==> src/rtl/multi_rate_monitor.sv <==
// multi_rate_monitor: N-channel event-rate monitor. Each asynchronous input is
// synchronised and edge-detected, and its edges are counted over a common gate
// window timed by clk50. At window end the counts and the range, overflow and
// stale flags are published, unless hold is set.
module multi_rate_monitor #(
    parameter int CHANNELS    = 4,
    parameter int CNT_W       = 16,
    parameter int GATE_CYCLES = 50000000
) (
    input  logic                      clk50,
    input  logic                      rst,
    input  logic [CHANNELS-1:0]       ev_in,
    input  logic [CHANNELS-1:0]       both_edges,
    input  logic [CNT_W-1:0]          lo_thr,
    input  logic [CNT_W-1:0]          hi_thr,
    input  logic                      hold,
    output logic [CHANNELS*CNT_W-1:0] count_out,
    output logic                      valid,
    output logic [CHANNELS-1:0]       in_range,
    output logic [CHANNELS-1:0]       ovf,
    output logic [CHANNELS-1:0]       stale,
    output logic                      heartbeat
);

    localparam int              GW      = (GATE_CYCLES > 1) ? $clog2(GATE_CYCLES) : 1;
    localparam logic [GW-1:0]   GC_LAST = GW'(GATE_CYCLES - 1);
    localparam logic [CNT_W-1:0] ACC_MAX = '1;

    logic [CHANNELS-1:0] r_sync1;
    logic [CHANNELS-1:0] r_sync2;
    logic [CHANNELS-1:0] r_hist;
    logic [GW-1:0]       r_gcnt;
    logic                r_valid;
    logic                r_heartbeat;

    logic [CHANNELS-1:0] w_edge;
    logic                w_term;
    logic                w_publish;

    // Two-stage synchroniser followed by the history stage used for edge detection.
    always_ff @(posedge clk50) begin
        if (rst) begin
            r_sync1 <= '0;
            r_sync2 <= '0;
            r_hist  <= '0;
        end else begin
            r_sync1 <= ev_in;
            r_sync2 <= r_sync1;
            r_hist  <= r_sync2;
        end
    end

    // Rising edges always count; falling edges only where both_edges is set.
    assign w_edge    = (r_sync2 & ~r_hist) | (~r_sync2 & r_hist & both_edges);
    assign w_term    = (r_gcnt == GC_LAST);
    assign w_publish = w_term & ~hold;

    // Gate counter, wrapping at the window length; terminal cycle closes the window.
    always_ff @(posedge clk50) begin
        if (rst) begin
            r_gcnt <= '0;
        end else if (w_term) begin
            r_gcnt <= '0;
        end else begin
            r_gcnt <= r_gcnt + 1'b1;
        end
    end

    // Publish strobe and heartbeat; heartbeat flips at every window end, held or not.
    always_ff @(posedge clk50) begin
        if (rst) begin
            r_valid     <= 1'b0;
            r_heartbeat <= 1'b0;
        end else begin
            r_valid <= w_publish;
            if (w_term) begin
                r_heartbeat <= ~r_heartbeat;
            end
        end
    end

    assign valid     = r_valid;
    assign heartbeat = r_heartbeat;

    genvar gi;
    generate
        for (gi = 0; gi < CHANNELS; gi++) begin : gen_ch
            logic [CNT_W-1:0] r_acc;
            logic             r_sat;
            logic [CNT_W-1:0] r_count;
            logic             r_in_range;
            logic             r_ovf;
            logic             r_stale;
            logic [CNT_W-1:0] w_final;
            logic             w_final_sat;

            // Saturating count including this cycle's edge, so a terminal-cycle
            // edge lands in the closing window.
            assign w_final     = (w_edge[gi] && (r_acc != ACC_MAX)) ? r_acc + 1'b1 : r_acc;
            assign w_final_sat = r_sat | (w_final == ACC_MAX);

            // Accumulator and saturation flag, cleared at every window end.
            always_ff @(posedge clk50) begin
                if (rst || w_term) begin
                    r_acc <= '0;
                    r_sat <= 1'b0;
                end else begin
                    r_acc <= w_final;
                    r_sat <= w_final_sat;
                end
            end

            // Published results; an inverted threshold pair naturally yields 0.
            always_ff @(posedge clk50) begin
                if (rst) begin
                    r_count    <= '0;
                    r_in_range <= 1'b0;
                    r_ovf      <= 1'b0;
                    r_stale    <= 1'b0;
                end else if (w_publish) begin
                    r_count    <= w_final;
                    r_in_range <= (lo_thr <= w_final) && (w_final <= hi_thr);
                    r_ovf      <= w_final_sat;
                    r_stale    <= (w_final == '0);
                end
            end

            assign count_out[gi*CNT_W +: CNT_W] = r_count;
            assign in_range[gi]                 = r_in_range;
            assign ovf[gi]                      = r_ovf;
            assign stale[gi]                    = r_stale;
        end
    endgenerate

endmodule
==> config.mk <==
export PLATFORM = sky130hd
export DESIGN_NAME = multi_rate_monitor
export DESIGN_NICKNAME = d
export VERILOG_FILES = /design/src/rtl/multi_rate_monitor.sv
export SDC_FILE = /design/constraint.sdc
export NUM_CORES = 1
export LEC_CHECK = 0
export ABC_AREA = 1
export CAP_MARGIN = 20
export CORE_UTILIZATION = 54
export CTS_BUF_LIST = sky130_fd_sc_hd__clkbuf_8
export CTS_CLUSTER_SIZE = 20
export DETAILED_ROUTE_END_ITERATION = 8
export GPL_TIMING_DRIVEN = 1
export PLACE_DENSITY = 0.8
export SETUP_SLACK_MARGIN = 0.1
export SYNTH_ARGS = -nofsm -noshare
export SYNTH_HDL_FRONTEND = slang
export SYNTH_SLANG_ARGS = --single-unit
==> constraint.sdc <==
create_clock -name clk50 -period 3.2 [get_ports clk50]
set_input_delay 0.64 -clock clk50 [delete_from_list [all_inputs] [get_ports clk50]]
set_output_delay 0.64 -clock clk50 [all_outputs]
set_load 0.03 [all_outputs]
==> summary.md, run 1 <==
| Metric | Value |
|---|---|
| Inserted Clock Buffers | `17` |
| Highest signal layer in the routed design | `met4` |
| Net count of the mapped netlist | `1758` |
| Synth unique cells | `52` |
| Final routed DRC violation total | `0` |
| Clock root buffer master | `sky130_fd_sc_hd__clkbuf_8` |
| Vias in the first global route | `11.30k` |
| Launch point of the worst hold path | `r_sync1[1]` |
| Avg Cell Area, Syn | `7.126 µm²` |
| Metal2 WL | `16100 µm` |
| Mapped Cells | `1602` |
| Total of buffers placed on input and output ports | `120` |
| Detail Placement HPWL | `26640 µm` |
| Initial antenna violation count | `1` |
| Core ar. | `0.02049 mm²` |
| Cell breakdown of the critical path | `nand3_1 -> nor3_1 -> nor3b_1 -> xnor2_1 -> nand2_1 -> o21ai_1 -> inv_1 -> ha_1 -> nand2_1 -> nor2_2 -> nand3_2 -> nor3b_2 -> nand3_1 -> o21bai_1 -> a21oi_1 -> nand2_1 -> a21oi_1` |
| Proportion of synthesized chip area in sequential cells | `32.27%` |
| Required time of the critical path | `3.63 ns` |
| Number of hold-slack violations in the final timing report | `0` |
| Wire length of the first global-routing pass | `55560 µm` |
| EDFF count, synth | `0` |
| Setup Total Neg Slack | `0 ns` |
| Largest net degree at the start of global routing | `64` |
| Non-filler cells, final | `2134` |
| Max frequency | `317.0 MHz` |
| TritonCTS clock tree | `yes` |
| Starting DRT DRC Count | `1050` |
| Post-layout net count | `2007` |
| Power consumption | `4864 µW` |
| Synthesized cell area | `0.01142 mm²` |
| Num rows | `52` |
| Launch instance of the worst register-to-register path | `gen_ch[3].r_acc[2]` |
| Clock transition time at the flip-flop clock pins of the worst setup and hold paths | `0.11 ns` |
| Worst hold margin | `0.4173 ns` |
| Max Cap Violations | `0` |
| Final weighted congestion in routability-driven placement | `1.011` |
| # fillers | `1563` |
| Power per unit of standard cell area | `327.6 mW/mm²` |
| Post-route clock period utilization | `98.59%` |
| Number of levels in the clock H-tree | `4` |
| Maximum fanout encountered on the critical timing path | `5` |
| Slew Viols, Final | `0` |
| Aggregate routed wire length | `36130 µm` |
| Die outline width | `147.4 µm` |
| DR WL/cell | `16.93 µm` |
| Aggregate global routing overflow | `0` |
| Type of element capturing the critical path | `register` |
| Least-Margin Pin Slew | `0.7320 ns` |
| Antenna diode count | `0` |
| Critical path launch point | `gen_ch[3].r_acc[2]` |
| Worst min path class | `reg2reg` |
| Setup Viol. Count Final | `0` |
| Height of the chip | `147.4 µm` |
| Setup slack after placement | `-0.3959 ns` |
| Final critical path time including I/O delays and setup | `3.155 ns` |
| Sum of met3 wire segment lengths after detailed routing | `3279 µm` |
| Reported leakage power | `0.006776 µW` |
| Primary FF master, synth | `sky130_fd_sc_hd__dfxtp_1` |
| DR vias/cell | `5.626` |
| Growth of design area from synthesis to finish | `30.05%` |
| Total of flip-flops plus latches after synthesis | `184` |
| Count of TritonRoute iterations in the first routing pass | `5` |
| Most common cell type on the critical path | `sky130_fd_sc_hd__nand2_1` |
| Clock latency at the later pin of the worst-skew pair | `0.50 ns` |
| Worst clock skew | `0.01588 ns` |
| Sink Count | `184` |
| Max_slew headroom | `51.02%` |
| Floorplan die area | `0.02173 mm²` |
| RSZ-0062 raised after global routing | `true` |
| GRT Overall Usage | `32.65%` |
| Stage delay of the slowest cell on the critical path | `0.45 ns` |
| Standard cell with the maximum stage delay on the critical path | `sky130_fd_sc_hd__dfxtp_1` |
| Effective utilization at floorplan | `55.70%` |
| Placed Instances | `2084` |
| Critical path data arrival time | `3.58 ns` |
| Setup ws final | `0.04503 ns` |
| Worst voltage drop across the vdd grid | `0.2517 mV` |
| Via count of the routed design | `12.01k` |
| Startpoint type of the worst setup path | `register` |
| Count of synthesis-stage warnings from yosys | `0` |
| Critical path class | `reg2reg` |
| I/O pin total | `121` |
| Max Buffers Root-to-Sink | `2` |
| Detailed-route wire length on metal 1 | `14910 µm` |
| Outcome | `complete, no violations` |
| Fraction of layout cells with a size suffix above 1 | `17.86%` |
| Post-detailed-route count of antenna-violating nets | `0` |
| Share of flip-flops with an asynchronous set or reset | `0%` |
synth_stat cells (4+ instances only):
cell type                  count  share of area (%)
sky130_fd_sc_hd__nand2_1     296                9.7
sky130_fd_sc_hd__inv_1       211                6.9
sky130_fd_sc_hd__nor2_1      185                6.1
sky130_fd_sc_hd__dfxtp_1     184                 32
sky130_fd_sc_hd__a21oi_1     123                5.4
sky130_fd_sc_hd__ha_1        113                 12
sky130_fd_sc_hd__o21ai_0      75                3.3
sky130_fd_sc_hd__nand3_1      74                3.2
sky130_fd_sc_hd__nand4_1      59                3.2
sky130_fd_sc_hd__xor2_1       41                3.1
sky130_fd_sc_hd__nor3_1       30                1.3
sky130_fd_sc_hd__clkbuf_1     25               0.82
sky130_fd_sc_hd__inv_2        17               0.56
sky130_fd_sc_hd__o211ai_1     15               0.99
sky130_fd_sc_hd__o21ai_1      14               0.61
sky130_fd_sc_hd__xnor2_1      14                1.1
sky130_fd_sc_hd__buf_4        12               0.79
sky130_fd_sc_hd__nor4_1       11               0.60
sky130_fd_sc_hd__nand3b_1     10               0.66
sky130_fd_sc_hd__o21ai_2       8               0.61
sky130_fd_sc_hd__a221oi_1      7               0.54
sky130_fd_sc_hd__buf_1         7               0.23
sky130_fd_sc_hd__o21a_1        6               0.39
sky130_fd_sc_hd__nand2_2       5               0.27
sky130_fd_sc_hd__nor2_2        5               0.27
sky130_fd_sc_hd__and3_1        4               0.22
sky130_fd_sc_hd__nor3_2        4               0.35
sky130_fd_sc_hd__nor3b_1       4               0.26
sky130_fd_sc_hd__o21ai_4       4               0.57
sky130_fd_sc_hd__xor2_2        4               0.57
stage by stage:
step	cell area [µm²]	util, %
final	14850	72.44
after floorplan	11420	-
after CTS	14300	69.75
after detailed placement	13820	67.42
after global placement	13820	67.42
after global routing	14850	72.44
path summary, 6_finish.rpt:
kind                                to  slack, ns  cells past startpoint
setup / recovery  gen_ch[3].r_in_range       0.05                     17
hold / removal              r_sync2[1]       0.42                      2
setup reg to reg  gen_ch[3].r_in_range       0.05                     17
hold reg to reg             r_sync2[1]       0.42                      2
critical path: cells and delay by family, from the launching register on:
family / cells / cell delay, ns
AO/OA/AOI/OAI: 4 / 0.61
XOR/XNOR: 1 / 0.15
adder cells (fa/ha/maj): 1 / 0.30
buffers and inverters: 1 / 0.10
flip-flops: 1 / 0.45
AND/OR/NAND/NOR: 10 / 1.50
layer usage:
metal / global-route usage, % / vias up
met3: 5.772 / 135
met2: 51.34 / 575
met4: 18.35 / 0
met1: 42.34 / 5525
met5: 0 / -
li1: - / 5770
area by class of cell:
type                    instances  area [µm²]  share of cell area [%]
clock inverters                15       186.4                   1.256
multi-input cells            1140        7048                   47.47
flip-flops and latches        184        3726                   25.10
clock buffers                  17       234.0                   1.576
well taps                     270       337.8                   2.275
repair buffers                280        2451                   16.51
inverters                     228       863.3                   5.815
state kept, by name (all words and copies together) (netlist names), 4 cells and up:
| register | count |
|---|---|
| r_gcnt | 26 |
| r_sync2 | 4 |
| gen_ch.r_stale | 4 |
| r_sync1 | 4 |
| r_hist | 4 |
| gen_ch.r_sat | 4 |
| gen_ch.r_in_range | 4 |
| gen_ch.r_ovf | 4 |
| gen_ch.r_count | 64 |
| gen_ch.r_acc | 64 |
placed cells by master, fill, tap and decap left out, types with 4 or more instances in the layout:
cell type / count
sky130_fd_sc_hd__nand2_1: 289
sky130_fd_sc_hd__inv_1: 205
sky130_fd_sc_hd__nor2_1: 174
sky130_fd_sc_hd__dfxtp_1: 160
sky130_fd_sc_hd__buf_4: 154
sky130_fd_sc_hd__a21oi_1: 120
sky130_fd_sc_hd__clkdlybuf4s50_1: 120
sky130_fd_sc_hd__ha_1: 105
sky130_fd_sc_hd__o21ai_0: 72
sky130_fd_sc_hd__nand3_1: 69
sky130_fd_sc_hd__nand4_1: 59
sky130_fd_sc_hd__xor2_1: 34
sky130_fd_sc_hd__nor3_1: 28
sky130_fd_sc_hd__inv_2: 21
sky130_fd_sc_hd__dfxtp_2: 19
sky130_fd_sc_hd__clkbuf_8: 17
sky130_fd_sc_hd__o211ai_1: 15
sky130_fd_sc_hd__o21ai_1: 14
sky130_fd_sc_hd__xnor2_1: 14
sky130_fd_sc_hd__o21ai_2: 10
sky130_fd_sc_hd__nand3b_1: 10
sky130_fd_sc_hd__nand2_2: 9
sky130_fd_sc_hd__nor4_1: 9
sky130_fd_sc_hd__xor2_2: 9
sky130_fd_sc_hd__nor2_4: 8
sky130_fd_sc_hd__nor2_2: 8
sky130_fd_sc_hd__ha_4: 8
sky130_fd_sc_hd__o21a_1: 6
sky130_fd_sc_hd__o21ai_4: 5
sky130_fd_sc_hd__nor3_2: 5
sky130_fd_sc_hd__dfxtp_4: 5
sky130_fd_sc_hd__nand3_2: 4
sky130_fd_sc_hd__and3_1: 4
sky130_fd_sc_hd__nand2_4: 4
sky130_fd_sc_hd__inv_6: 4
sky130_fd_sc_hd__a221oi_2: 4
sky130_fd_sc_hd__clkinv_8: 4
report_power, final:
group	total, µW	leakage [µW]	switching [µW]	internal, µW
Combinational	846	0.00506	487	358
Clock	1670	0.000212	1000	665
Sequential	2350	0.00150	31.5	2320
logic make-up (layout without fill, tap and decap cells):
family | after synthesis | count (layout) | share of synthesized area, %
AND/OR/NAND/NOR | 700 | 700 | 27.19
buffers and inverters | 278 | 540 | 9.765
AO/OA/AOI/OAI | 268 | 268 | 13.60
flip-flops | 184 | 184 | 32.27
adder cells (fa/ha/maj) | 113 | 113 | 12.38
XOR/XNOR | 59 | 59 | 4.790
timing repair:
action | in CTS | in global routing
setup buffers | 1 | 17
hold buffers | 0 | 0
pin swaps | 1 | 42
setup endpoints to repair | 4 | 4
gates resized for setup | 13 | 104
Note: power is estimated with default switching activity, not from simulation.
==> run 2, diff against run 1 <==
--- a/config.mk
+++ b/config.mk
@@ -7,12 +7,12 @@
 export LEC_CHECK = 0
 export ABC_AREA = 1
 export CAP_MARGIN = 20
-export CORE_UTILIZATION = 54
+export CORE_UTILIZATION = 42
 export CTS_BUF_LIST = sky130_fd_sc_hd__clkbuf_8
+export CTS_CLUSTER_DIAMETER = 50
 export CTS_CLUSTER_SIZE = 20
 export DETAILED_ROUTE_END_ITERATION = 8
 export GPL_TIMING_DRIVEN = 1
-export PLACE_DENSITY = 0.8
 export SETUP_SLACK_MARGIN = 0.1
 export SYNTH_ARGS = -nofsm -noshare
 export SYNTH_HDL_FRONTEND = slang
==> summary.md, run 2 (synthesis gave the netlist of run 1 again) <==
| Metric | Value |
|---|---|
| Fraction of power spent switching nets | `32.44% (+1.1 points)` |
| Detail Placement HPWL | `28340 µm (+6.4%)` |
| Final weighted congestion in routability-driven placement | `0.9271 (-8.3%)` |
| Final critical path time including I/O delays and setup | `3.060 ns (-0.09454 ns)` |
| Max frequency | `326.8 MHz (+3.1%)` |
| Worst clock skew | `0.02706 ns (+0.01118 ns)` |
| Post-layout net count | `2016 (+0.45%)` |
| Antenna diode count | `0 (unchanged)` |
| Effective utilization at floorplan | `43.32% (-12 points)` |
| Power per unit of standard cell area | `322.6 mW/mm² (-1.5%)` |
| Total net switching power | `1581 µW (+3.9%)` |
| DR vias/cell | `5.185 (-7.8%)` |
| Final design utilization | `57.31% (-15 points)` |
| DR WL/cell | `17.00 µm (+0.37%)` |
| Multi-input gate area in the final layout | `0.007201 mm² (+2.2%)` |
| Num rows | `59 (+13%)` |
| I/O pin total | `121 (unchanged)` |
| Floorplan die area | `0.02784 mm² (+28%)` |
| Clock root buffer master | `sky130_fd_sc_hd__clkbuf_8` |
| # fillers | `2518 (+61%)` |
| Starting DRT DRC Count | `902 (-14%)` |
| Number of levels in the clock H-tree | `4 (unchanged)` |
| Startpoint type of the worst setup path | `register` |
| Most common cell after layout, fill and taps aside | `sky130_fd_sc_hd__nand2_1` |
| Worst voltage drop across the vdd grid | `0.2711 mV (+7.7%)` |
| Aggregate global routing overflow | `0 (unchanged)` |
| Critical path class | `reg2reg` |
| Post-route clock period utilization | `95.64% (-3.0 points)` |
| Clock latency at the later pin of the worst-skew pair | `0.51 ns (about the same)` |
| Cell area after placement | `0.01398 mm² (+1.2%)` |
| Max_slew headroom | `61.25% (+10 points)` |
| Via count of the routed design | `11.45k (-4.6%)` |
| Relative contribution of combinational cells to total power | `17.9% (+0.5 points)` |
| Regs by FF count | `gen_ch.r_acc x64, gen_ch.r_count x64, r_gcnt x26` |
| Post-route standard cell area excluding fillers | `0.01510 mm² (+1.7%)` |
| Core ar. | `0.02635 mm² (+29%)` |
| GRT Overall Usage | `26.67% (-6.0 points)` |
| Least-Margin Pin Slew | `0.5760 ns (-0.1560 ns)` |
| TritonCTS clock tree | `yes` |
| Aggregate routed wire length | `37530 µm (+3.9%)` |
| Slew Viols, Final | `0 (unchanged)` |
| Required time of the critical path | `3.63 ns (about the same)` |
| Maximum fanout encountered on the critical timing path | `5 (unchanged)` |
| Die outline width | `166.9 µm (+13%)` |
| Sink Count | `184 (unchanged)` |
| Vias in the first global route | `10.64k (-5.8%)` |
| Initial antenna violation count | `0 (-1)` |
| Outcome | `complete, no violations` |
| Inserted Clock Buffers | `17 (unchanged)` |
| Height of the chip | `166.9 µm (+13%)` |
| Count of TritonRoute iterations in the first routing pass | `5 (unchanged)` |
| Largest net degree at the start of global routing | `49 (-23%)` |
| RSZ-0062 raised after global routing | `true` |
| Post-detailed-route count of antenna-violating nets | `0 (unchanged)` |
| Worst min path class | `reg2reg` |
| Number of hold-slack violations in the final timing report | `0 (unchanged)` |
| Type of element capturing the critical path | `register` |
| Max Cap Violations | `0 (unchanged)` |
| Max Buffers Root-to-Sink | `2 (unchanged)` |
| Hold_buf cts | `0 (unchanged)` |
| Growth of design area from synthesis to finish | `32.30%` |
| Fraction of power consumed by the clock network | `33.9% (-0.4 points)` |
| Internal portion of total power | `3292 µW (-1.5%)` |
| Final routed DRC violation total | `0 (unchanged)` |
| Reported leakage power | `0.006830 µW (+0.79%)` |
| Wire length of the first global-routing pass | `57440 µm (+3.4%)` |
| Fraction of layout cells with a size suffix above 1 | `19.49% (+1.6 points)` |
| Most used cells in the layout excluding fill and tap cells | `sky130_fd_sc_hd__nand2_1 (283), sky130_fd_sc_hd__inv_1 (206), sky130_fd_sc_hd__nor2_1 (171)` |
| Clock transition time at the flip-flop clock pins of the worst setup and hold paths | `0.11 ns (about the same)` |
| Critical path data arrival time | `3.49 ns (-0.09 ns)` |
| Total of buffers placed on input and output ports | `120 (unchanged)` |
| Proportion of power drawn by flip-flops and latches | `48.3% (about the same)` |
| Setup Viol. Count Final | `0 (unchanged)` |
| Footprint of the flip-flops and latches | `0.003717 mm² (-0.23%)` |
## run 2: layout make-up
type / count / area share [%]
Clock buffer: 17 / 1.549
Clock inverter: 15 / 1.135
Inverter: 228 / 5.700
Multi-Input combinational cell: 1140 / 47.68
Sequential cell: 184 / 24.61
Tap cell: 335 / 2.775
Timing Repair Buffer: 289 / 16.55
## run 2: worst max-delay path: stages (launching register included)
cell	delay [ns]
sky130_fd_sc_hd__dfxtp_1	0.46
sky130_fd_sc_hd__nand3_2	0.18
sky130_fd_sc_hd__nor3_1	0.24
sky130_fd_sc_hd__nor3b_2	0.24
sky130_fd_sc_hd__xnor2_1	0.14
sky130_fd_sc_hd__nand2_1	0.11
sky130_fd_sc_hd__o21ai_4	0.11
sky130_fd_sc_hd__buf_6	0.13
sky130_fd_sc_hd__ha_4	0.19
sky130_fd_sc_hd__nand2_2	0.06
sky130_fd_sc_hd__inv_1	0.05
sky130_fd_sc_hd__nand3_2	0.06
sky130_fd_sc_hd__a21oi_2	0.04
sky130_fd_sc_hd__a2111oi_2	0.37
sky130_fd_sc_hd__buf_4	0.17
sky130_fd_sc_hd__nand2_2	0.06
sky130_fd_sc_hd__inv_1	0.07
sky130_fd_sc_hd__nand2_1	0.05
sky130_fd_sc_hd__nand2_1	0.05
sky130_fd_sc_hd__nand2_1	0.05
sky130_fd_sc_hd__a21oi_1	0.14
## run 2: power groups by stage
stage               registers, µW  logic (µW)  clock network (µW)
finish                       2350         871                1650
global route                 2360         959                1770
CTS                          2350         806                1690
detailed placement           2400         792                   0
global placement             2400         779                   0
floorplan                    2400         427                   0
## run 2: worst paths after layout
check	startpoint	to	slack, ns	cells after the start
max	gen_ch[3].r_acc[2]	gen_ch[3].r_in_range	0.14	20
min	r_sync1[0]	r_sync2[0]	0.40	2
max reg2reg	gen_ch[3].r_acc[2]	gen_ch[3].r_in_range	0.14	20
min reg2reg	r_sync1[0]	r_sync2[0]	0.40	2
## run 2: what timing repair did
action                                  in CTS  in global routing
resized for setup                           17                127
pin swaps                                    0                 59
setup buffers                                0                 13
gates cloned                                 0                  0
endpoints found under the hold margin        0                  0
endpoints found under the setup margin       4                  4
## run 2: per-layer routing
metal	GRT usage [%]	part of all wire, %	wire length (µm)	vias up
li1	-	-	-	5799
met1	36.33	47	17620	5288
met2	43.51	46	17080	306
met3	4.301	5.4	2036	55
met4	7.085	2.1	793	0
met5	0	0	0	-
## run 2: metrics by stage
step           power (µW)  setup TNS, ns  instances  hold WS [ns]  worst slack [ns]
2_1_floorplan        2822              0       1602        0.3883            0.1161
3_3_place_gp         3179         -1.147       2163        0.3892           -0.3473
3_5_place_dp         3192         -1.342       2163        0.3954           -0.4295
4_1_cts              4843              0       2195        0.3961           0.09612
5_1_grt              5085       -0.04216       2208        0.4076          -0.02858
6_report             4873              0       2208        0.3968            0.1396
